File: src/rtl/count_mon_pkg.sv
// Shared types and constants for the count event monitor: FSM state encoding,
// parameter defaults and bit positions inside the status word.
package count_mon_pkg;

    typedef enum logic [1:0] {
        ST_IDLE    = 2'd0,
        ST_ARMED   = 2'd1,
        ST_PENDING = 2'd2
    } mon_state_e;

    localparam int DEF_WIDTH = 4;
    localparam int DEF_TOT_W = 8;

    localparam int STAT_WRAP_BIT = 0;
    localparam int STAT_HIT_BIT  = 1;
    localparam int STAT_OVR_BIT  = 2;

    function automatic logic [2:0] pack_status(input logic ovr, input logic hit, input logic wrap);
        logic [2:0] s;
        s = '0;
        s[STAT_OVR_BIT]  = ovr;
        s[STAT_HIT_BIT]  = hit;
        s[STAT_WRAP_BIT] = wrap;
        return s;
    endfunction

endpackage

File: src/rtl/count_transition_detect.sv
// Samples the upstream count and flags wrap, restart and threshold-hit
// transitions between the previous and current sample.
module count_transition_detect #(
    parameter int WIDTH = 4
) (
    input  logic             clk_i,
    input  logic             clear_n_i,
    input  logic [WIDTH-1:0] count_i,
    input  logic [WIDTH-1:0] threshold_i,
    output logic             wrap_o,
    output logic             restart_o,
    output logic             hit_o
);

    localparam logic [WIDTH-1:0] CNT_MAX = '1;

    logic [WIDTH-1:0] count_q;
    logic             sample_vld_q;

    always_ff @(posedge clk_i or negedge clear_n_i) begin
        if (!clear_n_i) begin
            count_q      <= '0;
            sample_vld_q <= 1'b0;
        end else begin
            count_q      <= count_i;
            sample_vld_q <= 1'b1;
        end
    end

    // count_q is meaningless until one real sample has been taken after reset
    assign wrap_o    = sample_vld_q && (count_q == CNT_MAX) && (count_i == '0);
    assign restart_o = sample_vld_q && (count_q != '0) && (count_q != CNT_MAX) && (count_i == '0);
    assign hit_o     = sample_vld_q && (count_i == threshold_i) && (count_q != threshold_i);

endmodule

File: src/rtl/count_event_monitor.sv
// Event monitor for a free-running counter: pulses on wrap/restart, counts
// wraps, and raises a latched irq with status flags until acknowledged.
module count_event_monitor
    import count_mon_pkg::*;
#(
    parameter int WIDTH = DEF_WIDTH,
    parameter int TOT_W = DEF_TOT_W
) (
    input  logic             clk,
    input  logic             clear_n,
    input  logic [WIDTH-1:0] count,
    input  logic             enable,
    input  logic [WIDTH-1:0] threshold,
    input  logic             irq_ack,
    output logic             wrap_pulse,
    output logic             restart_pulse,
    output logic             irq,
    output logic [2:0]       status,
    output logic [TOT_W-1:0] wrap_total
);

    logic wrap_det;
    logic restart_det;
    logic hit_det;
    logic event_det;

    count_transition_detect #(
        .WIDTH(WIDTH)
    ) u_detect (
        .clk_i       (clk),
        .clear_n_i   (clear_n),
        .count_i     (count),
        .threshold_i (threshold),
        .wrap_o      (wrap_det),
        .restart_o   (restart_det),
        .hit_o       (hit_det)
    );

    mon_state_e       state_q, state_d;
    logic [2:0]       status_q, status_d;
    logic [TOT_W-1:0] wrap_total_q, wrap_total_d;
    logic             wrap_pulse_q, restart_pulse_q;

    assign event_det = wrap_det | hit_det;

    always_comb begin
        state_d  = state_q;
        status_d = status_q;
        unique case (state_q)
            ST_IDLE: begin
                if (enable) state_d = ST_ARMED;
            end
            ST_ARMED: begin
                if (event_det) begin
                    state_d  = ST_PENDING;
                    status_d = pack_status(1'b0, hit_det, wrap_det);
                end else if (!enable) begin
                    state_d = ST_IDLE;
                end
            end
            ST_PENDING: begin
                // An event landing on the ack cycle starts a fresh pending episode
                if (irq_ack) begin
                    if (event_det) begin
                        state_d  = ST_PENDING;
                        status_d = pack_status(1'b0, hit_det, wrap_det);
                    end else begin
                        state_d  = enable ? ST_ARMED : ST_IDLE;
                        status_d = '0;
                    end
                end else if (event_det) begin
                    status_d = status_q | pack_status(1'b1, hit_det, wrap_det);
                end
            end
            default: begin
                state_d  = ST_IDLE;
                status_d = '0;
            end
        endcase
    end

    assign wrap_total_d = (wrap_det && (wrap_total_q != '1)) ? wrap_total_q + 1'b1 : wrap_total_q;

    always_ff @(posedge clk or negedge clear_n) begin
        if (!clear_n) begin
            state_q         <= ST_IDLE;
            status_q        <= '0;
            wrap_total_q    <= '0;
            wrap_pulse_q    <= 1'b0;
            restart_pulse_q <= 1'b0;
        end else begin
            state_q         <= state_d;
            status_q        <= status_d;
            wrap_total_q    <= wrap_total_d;
            wrap_pulse_q    <= wrap_det;
            restart_pulse_q <= restart_det;
        end
    end

    // Decoded straight from the state register so reset drops it without a clock
    assign irq           = (state_q == ST_PENDING);
    assign status        = status_q;
    assign wrap_total    = wrap_total_q;
    assign wrap_pulse    = wrap_pulse_q;
    assign restart_pulse = restart_pulse_q;

endmodule
File: config.mk
export PLATFORM = sky130hd
export DESIGN_NAME = count_event_monitor
export DESIGN_NICKNAME = d
export VERILOG_FILES = /design/src/rtl/count_mon_pkg.sv /design/src/rtl/count_transition_detect.sv /design/src/rtl/count_event_monitor.sv
export SDC_FILE = /design/constraint.sdc
export NUM_CORES = 1
export LEC_CHECK = 0
export ABC_AREA = 1
export CAP_MARGIN = 0
export CORE_ASPECT_RATIO = 1.1
export CORE_MARGIN = 5
export CORE_UTILIZATION = 49
export CTS_CLUSTER_DIAMETER = 200
export DETAILED_ROUTE_END_ITERATION = 8
export GPL_TIMING_DRIVEN = 0
export PLACE_DENSITY = 0.88
export SYNTH_ARGS = -nofsm -noshare
export SYNTH_HDL_FRONTEND = slang
export SYNTH_HIERARCHICAL = 1
export SYNTH_SLANG_ARGS = --single-unit
File: constraint.sdc
create_clock -name clk -period 2.15 [get_ports clk]
set_clock_uncertainty 0.15 [all_clocks]
set_input_delay 0.3225 -clock clk [delete_from_list [all_inputs] [get_ports clk]]
set_output_delay 0.3225 -clock clk [all_outputs]
set_load 0.03 [all_outputs]
* Word level (Yosys, flattened, before mapping) *
Index checks and enable logic that the tools add are counted.

storage, ports and cells
  register bits after elaboration = 20
  output and inout port bits = 14
  logic and storage cells = 48

cells by class
  $add $sub $neg = 1
  equal/unequal tests = 12
  mux-type cells = 12
  bitwise logic cells = 3
  reductions and logical operators = 13

operators with widths
  operator             count
  $mux 2               6
  $mux 3               3
  $pmux 3 s3           1
  $add 8x1->8 const B  1
  $logic_and 1x1->1    8
  $ne 8x8->1 const B   1
  $ne 2x2->1 const B   3
  $pmux 2 s3           1
  $reduce_and 3->1     2
  $eq 4x4->1           1
  $eq 4x4->1 const B   1
  $logic_not 4->1      1
  $ne 4x4->1           1
  $ne 4x4->1 const B   1
  $reduce_bool 4->1    1
  $ne 3x2->1 const B   1
  $ne 3x3->1 const B   1
  $or 3x3->3           1
  $eq 2x1->1 const B   1
  $eq 2x2->1 const B   1
  $logic_not 2->1      1
  $mux 1               1
  $not 1->1            1
  $or 1x1->1           1

* Logic depth before layout (Yosys ltp) *
  depth in word-level cells = 7
  depth in mapped cells = 12
  depth with buffers taken out = 12

* By module *
The synthesis kept the hierarchy.

by module, submodules not included
  module                   instances  cells an instance  area an instance (um^2)
  count_event_monitor      1          120                889.6
  count_transition_detect  1          47                 305.3

* Least setup slack after synthesis *
No wires, ideal clock.

  path type = input to register
  start point = in count[0]
  end point = reg status_q[2] (netlist: status[2])
  data arrival time = 1.420 ns
  path slack = 0.457 ns
  stages = 8
  path through = nor3_1 nand3_1 nor2_1 nor2_2 nand2_1 nand2_1 nand2_1 o21ai_1

RTL lines
  what                                                       RTL line                       source
  start, declared                                            count_event_monitor.sv:11      input logic [WIDTH-1:0] count,
  $logic_not 4->1 (*)                                        count_transition_detect.sv:31  assign wrap_o = sample_vld_q && (count_q == CNT_MAX) && (count_i == '0);
  $logic_and 1x1->1 (*)                                      count_transition_detect.sv:31
  named net wrap_det                                         count_event_monitor.sv:22      logic wrap_det;
  $or 1x1->1 (*)                                             count_event_monitor.sv:44      assign event_det = wrap_det | hit_det;
  $ne 3x2->1 (no line) / $ne 2x2->1 (equally long branches)  -
  $reduce_and 3->1 (no line) (*)                             -
  end signal, assigned                                       count_event_monitor.sv:93      status_q <= status_d;
  end, declared                                              count_event_monitor.sv:40      logic [2:0] status_q, status_d;

Mark *: on every way through the listed nets, which the timed path passes. The rest lies on a longest branch.
A chain may end at the register's enable or synchronous reset.

* Worst setup path in the final report *
  start point = reg state_q[0]
  end point = out irq

between the ends
  cells in the longest elaborated chain, start to end = 1

RTL lines
  what                    RTL line                    source
  start, declared         count_event_monitor.sv:39   mon_state_e state_q, state_d;
  start signal, assigned  count_event_monitor.sv:92   state_q <= state_d;
  $eq 2x2->1              count_event_monitor.sv:101  assign irq = (state_q == ST_PENDING);
  end, declared           count_event_monitor.sv:17   output logic irq,

No other way between the ends.

==> metrics <==
outcome finished, final reports clean; path class of the lowest-slack min-delay path input port to asynchronous set/reset pin; number of violations reported at the end of detailed-routing iteration 0 20; Internal 585 uW; number of top-level pins 26; Worst Path Required 1680 ps; cell type group with the largest total delay on the critical path buffers and inverters; sort of element at the end of the critical path output port; Via Count 1109; Yosys reg bits 20; cell type with the highest aggregate area in the netlist sky130_fd_sc_hd__dfrtp_1; initial antenna violation count 0; Buffers on Ports 25; final antenna-violating net count 0; Netlist Area Pre-Place between 1000 and 1500 um2; r2r startpoint u_detect/count_q[1]; relative slew slack 42.1%; max-slew violations 0; global-route wire length before repair approximately 4600 um; Std-Cell Core Area approximately 2300 um2; number of placed instances with taps included 222; Layout area overhead 27.2%; overflow left after global routing 0; WP buf/inv 2; H-tree levels 1; number of placement rows 18; smallest hold slack 352 ps; number of instances in the synthesized netlist ~170; Slowest Stage Delay on Critical Path 430 ps; most common cell after layout, fill and taps aside sky130_fd_sc_hd__nand2_1; timing-limited maximum frequency roughly 500 MHz; pin count of the biggest net entering global routing 21; top library cells by usage in the layout, fill and taps aside sky130_fd_sc_hd__nand2_1, sky130_fd_sc_hd__inv_1, sky130_fd_sc_hd__clkdlybuf4s50_1, sky130_fd_sc_hd__dfrtp_1; average wire per cell in the routed design 11.1 um; final instance count without filler cells roughly 230; combinational cell fraction of total power 26.3%; VDD IR max 0.000411 V; Fillers 202; routed wire length 2510 um; power spent charging and discharging nets 268 uW; cells along the critical path inv_1, ha_1, dlygate4sd2_1; part of the power in registers 48.8%; TritonCTS buffer count 3; number of distinct standard cells referenced by the synthesized netlist 20; part of the cycle the worst path needs 92.2%; Lkg Pwr 0.000783 uW; final count of negative-setup-slack endpoints 0; share of Yosys cell area claimed by the top area cell type 41.9%; launch point of the worst path state_q[0]; # diodes 0; combined global-route utilization of all metal layers 16.9%; Synth area leaders sky130_fd_sc_hd__dfrtp_1, sky130_fd_sc_hd__nand2_1, sky130_fd_sc_hd__inv_1; half-perimeter wire length of the detailed placement result 2030 um; startpoint type of the worst setup path register; vertical die dimension roughly 62 um; shortest clock period the worst path allows after layout 1980 ps; clock slew at the register clock pins of the worst setup and hold paths 110 ps; vias in the first global route around 1.2k; arrival time at the worst endpoint ~1500 ps; fraction of final layout cells sized beyond drive strength 1 5.61%; initial standard-cell utilization of the core 52.0%; global placer's final weighted congestion 0.882; die span in x 57.1 um; Crit Path Category register to output port; detailed-route vias per instance slightly below 5; Clock Sinks 20; largest buffer count on any clock path 2; final net count 214; share of synthesized area occupied by flip-flops and latches 41.9%; power per standard cell area 561 nW/um2; syn_nets about 180; setup TNS after final layout 0 ps; Final Hold Viols 0; Pre-Repair DR Iteration Count 4; Worst Max-Slew Pin Slew 866 ps; # DRC 0; clock group share of total power 24.9%; cell type of the slowest stage on the worst timing path sky130_fd_sc_hd__dfrtp_1; Max-cap violations 0; cell at the root of the clock tree sky130_fd_sc_hd__clkbuf_4; cts-stage hold buffer count 0; CTS tree built; share of total power consumed by net switching 31.4%; die outline area 3530 um2; mean instance size in the synthesized netlist 7.16 um2; highest fanout seen on the critical path 6; clk_lat worst skew 300 ps; setup repair after global routing missed its margin false; total number of yosys warnings 6
## cell type report
class	count	area [um2]	share of cell area, %
repair buffers	25	249	16.4
well taps	30	37.5	2.47
clock buffers	4	36.3	2.39
flip-flops and latches	20	500	32.9
multi-input cells	121	597	39.3
inverters	26	100	6.58
## routing by layer
| metal | share of wire [%] | global-route usage, % | up-vias |
|---|---|---|---|
| met5 | 0 | 0 | - |
| met4 | 1.4 | 7.95 | 0 |
| met3 | 4.9 | 2.89 | 4 |
| met2 | 53 | 32.6 | 27 |
| met1 | 40 | 18.2 | 516 |
| li1 | - | - | 562 |
## synth_stat cells
cell type                 count
sky130_fd_sc_hd__nor2_4       1
sky130_fd_sc_hd__nand2_1     69
sky130_fd_sc_hd__xnor2_1      5
sky130_fd_sc_hd__nor3_1       1
sky130_fd_sc_hd__conb_1       1
sky130_fd_sc_hd__nand4_1      2
sky130_fd_sc_hd__nand2_8      1
sky130_fd_sc_hd__dfrtp_1     20
sky130_fd_sc_hd__nor2_1      13
sky130_fd_sc_hd__inv_1       25
sky130_fd_sc_hd__nand2_4      1
sky130_fd_sc_hd__nor2_2       1
sky130_fd_sc_hd__o21ai_1      3
sky130_fd_sc_hd__xor2_1       1
sky130_fd_sc_hd__inv_4        1
sky130_fd_sc_hd__ha_1         5
sky130_fd_sc_hd__nand2_2      1
sky130_fd_sc_hd__o21ai_0      2
sky130_fd_sc_hd__a21oi_1      2
sky130_fd_sc_hd__nand3_1     12
## what timing repair did
action	CTS	global route
setup buffers	0	0
setup endpoints to repair	1	5
resized for setup	1	1
pin swaps	0	0
hold endpoints to repair	0	0
## worst paths after layout
check                                      to  slack, ps  cells after the start
worst min-delay path            wrap_total[6]        350                      1
max in group asynchronous          state_q[1]        960                      1
worst min register to register      status[2]        370                      2
min in group clk                    status[2]        370                      2
worst max-delay path                      irq        170                      3
worst max register to register      status[1]        470                     12
## worst reg2reg max path: cells and delay by family, from the launching register on
family,cells,cell delay (ps)
buf+inv,2,150
flops,1,410
simple gates,10,880
## through the flow
stage / util (%) / power [uW] / worst slack, ps / instance area, um2
global placement: 64.5 / 637 / -193 / 1480
finish: 66.2 / 853 / 168 / 1520
CTS: 66.1 / 862 / 37.7 / 1520
detailed placement: 64.5 / 649 / -291 / 1480
floorplan: - / 573 / 457 / 1190
global route: 66.2 / 915 / 52.9 / 1520
## power by group through the flow
stage	sequential [uW]	combinational (uW)	clock, uW
finish	417	225	212
global route	419	257	240
floorplan	427	146	0
detailed placement	423	225	0
global placement	422	215	0
CTS	416	226	220
## state kept, by name, summed over array words and instances (netlist names)
register / cells
wrap_total: 8
u_detect/count_q: 4
status: 3
state_q: 2
restart_pulse: 1
u_detect/sample_vld_q: 1
wrap_pulse: 1
## logic make-up (layout without fill, tap and decap cells)
family	Yosys count	after routing	synth area share (%)
adder cells (fa/ha/maj)	5	5	5.24
AND/OR/NAND/NOR	102	102	36.9
buffers and inverters	26	55	8.38
other	1	1	0.314
flip-flops	20	20	41.9
XOR/XNOR	6	6	4.40
AO/OA/AOI/OAI	7	7	2.93
Power figures use the tool's default switching activity.
==> patch: new RTL, same settings <==
The package constant `DEF_WIDTH` goes from 4 to 6.
--- a/src/rtl/count_mon_pkg.sv
+++ b/src/rtl/count_mon_pkg.sv
@@ -8,7 +8,7 @@
         ST_PENDING = 2'd2
     } mon_state_e;
 
-    localparam int DEF_WIDTH = 4;
+    localparam int DEF_WIDTH = 6;
     localparam int DEF_TOT_W = 8;
 
     localparam int STAT_WRAP_BIT = 0;
Ports: changed (resized count and threshold); port bits go from 26 to 30. The function was not compared with the original's and may differ.
==> patch against the original RTL <==
  * Maximum frequency fell by 1.9%
  * Non-clock buffer count rose by 4
  * Combinational power fell by 2%
  * Cell area rose by 14%
  * Register-to-register slack got worse by 0.17 ns
  * Hold slack got worse by 0.0055 ns
  * Synthesized area rose by 14%
  * Total power rose by 5.1%
  * Wire length rose by 12%
  * Worst setup slack got worse by 0.039 ns
  * Sequential cell count rose by 2
==> patch: results (changes against the original RTL) <==
metric;value;unit;change
status;finished, final reports clean;;
grtUsageTotal;15.9;%;-0.97 points
path_clk_slew;0.13;ns;+0.02 ns
relSlewSlack;34.4;%;-7.7 points
num_vias;1249;;+13%
ys_top_cells_by_area;dfrtp_1 (40%), nand2_1 (23%), inv_1 (9.1%), nand3_1 (5.1%), ha_1 (4.6%);;
hp-class;input pin to register;;
worst_ep_arrival_time;1.55;ns;+0.04 ns
route.met2.wl;1.37;mm;+2.6%
drive_gt1_share;5.60;%;-0.0088 points
period_share;94.0;%;+1.8 points
largest_register_ffs;8;;unchanged
synthTopCellsByCount;nand2_1 (84), inv_1 (33), dfrtp_1 (22);;
synth-seq-area-share;40.3;%;-1.6 points
place_hpwl;2.19;mm;+8.1%
port_buffers;29;;+16%
dp.cells;261;;+18%
wl_met1;1.28;mm;+26%
synth_cell_types;23;;+15%
firstDrtPassIters;5;;+1
post_drt_wl_per_cell;10.6;um;-4.8%
leakagePower;0.920;nW;+17%
synthCells;199;;+19%
met3WireLength;130;um;+4.8%
syn-num-nets;220;;+20%
grt_max_degree;23;;+9.5%
==> patch: logic make-up after synthesis <==
kind of cell	synth area share [%]
AND/OR/NAND/NOR	39.2
adder cells (fa/ha/maj)	4.57
buffers and inverters	9.79
XOR/XNOR	2.56
other	0.274
flip-flops	40.3
AO/OA/AOI/OAI	3.39
==> patch: stage by stage <==
step	utilization (%)	worst slack, ns	hold WS, ns	TNS (ns)	power (W)
after floorplan	-	0.431	-0.123	0	0.000598
after global placement	62.3	-0.193	0.324	-1.22	0.000666
after detailed placement	62.3	-0.220	0.328	-1.45	0.000675
after CTS	63.6	0.0951	0.340	0	0.000908
after global routing	63.8	0.0368	0.336	0	0.000960
final	63.8	0.129	0.346	0	0.000897
==> patch: worst paths after layout <==
| check | from | to | slack (ns) | depth (start not counted) |
|---|---|---|---|---|
| setup / recovery | state_q[0]$_DFFE_PN0P_ | irq | 0.13 | 3 |
| hold / removal | count[0] | u_detect/count_q[0]$_DFF_PN0_ | 0.35 | 1 |
| setup reg to reg | u_detect/count_q[0]$_DFF_PN0_ | status[0]$_DFFE_PN0P_ | 0.30 | 10 |
| hold reg to reg | status[2]$_DFFE_PN0P_ | status[2]$_DFFE_PN0P_ | 0.35 | 2 |
| max in group asynchronous | clear_n | wrap_total[4]$_DFFE_PN0P_ | 0.86 | 1 |
| min in group asynchronous | clear_n | u_detect/count_q[2]$_DFF_PN0_ | 0.39 | 1 |
==> patch: repair_timing <==
| action | CTS | global route |
|---|---|---|
| setup endpoints to repair | 1 | 5 |
| cloned | 0 | 0 |
| resized for setup | 1 | 1 |
==> patch: routing by layer <==
metal / up-vias / global-route usage [%]
li1: 663 / -
met1: 552 / 20.2
met2: 32 / 27.7
met3: 2 / 1.77
met4: 0 / 4.99
met5: - / 0
==> patch: power by group <==
group          internal, W  switching (W)  total [W]
registers         0.000431      0.0000182   0.000450
clock network     0.000103       0.000125   0.000228
logic            0.0000862       0.000134   0.000220
total             0.000621       0.000277   0.000897
==> patch: layout make-up <==
cell class	count	area, um2
timing repair buffer	29	289
tap	33	41.3
fill	240	987
clock buffer	4	36.3
sequential	22	551
multi-input combinational	142	689
inverter	35	134
==> patch: worst register-to-register path, cell delays in order (launching register included) <==
cell	delay [ns]
dfrtp_1	0.38
inv_2	0.06
nor3_2	0.18
nand3_1	0.14
nor3_4	0.38
nor2_2	0.09
nand2_1	0.08
nand2_1	0.11
inv_1	0.10
nand2_1	0.05
nand2_1	0.06
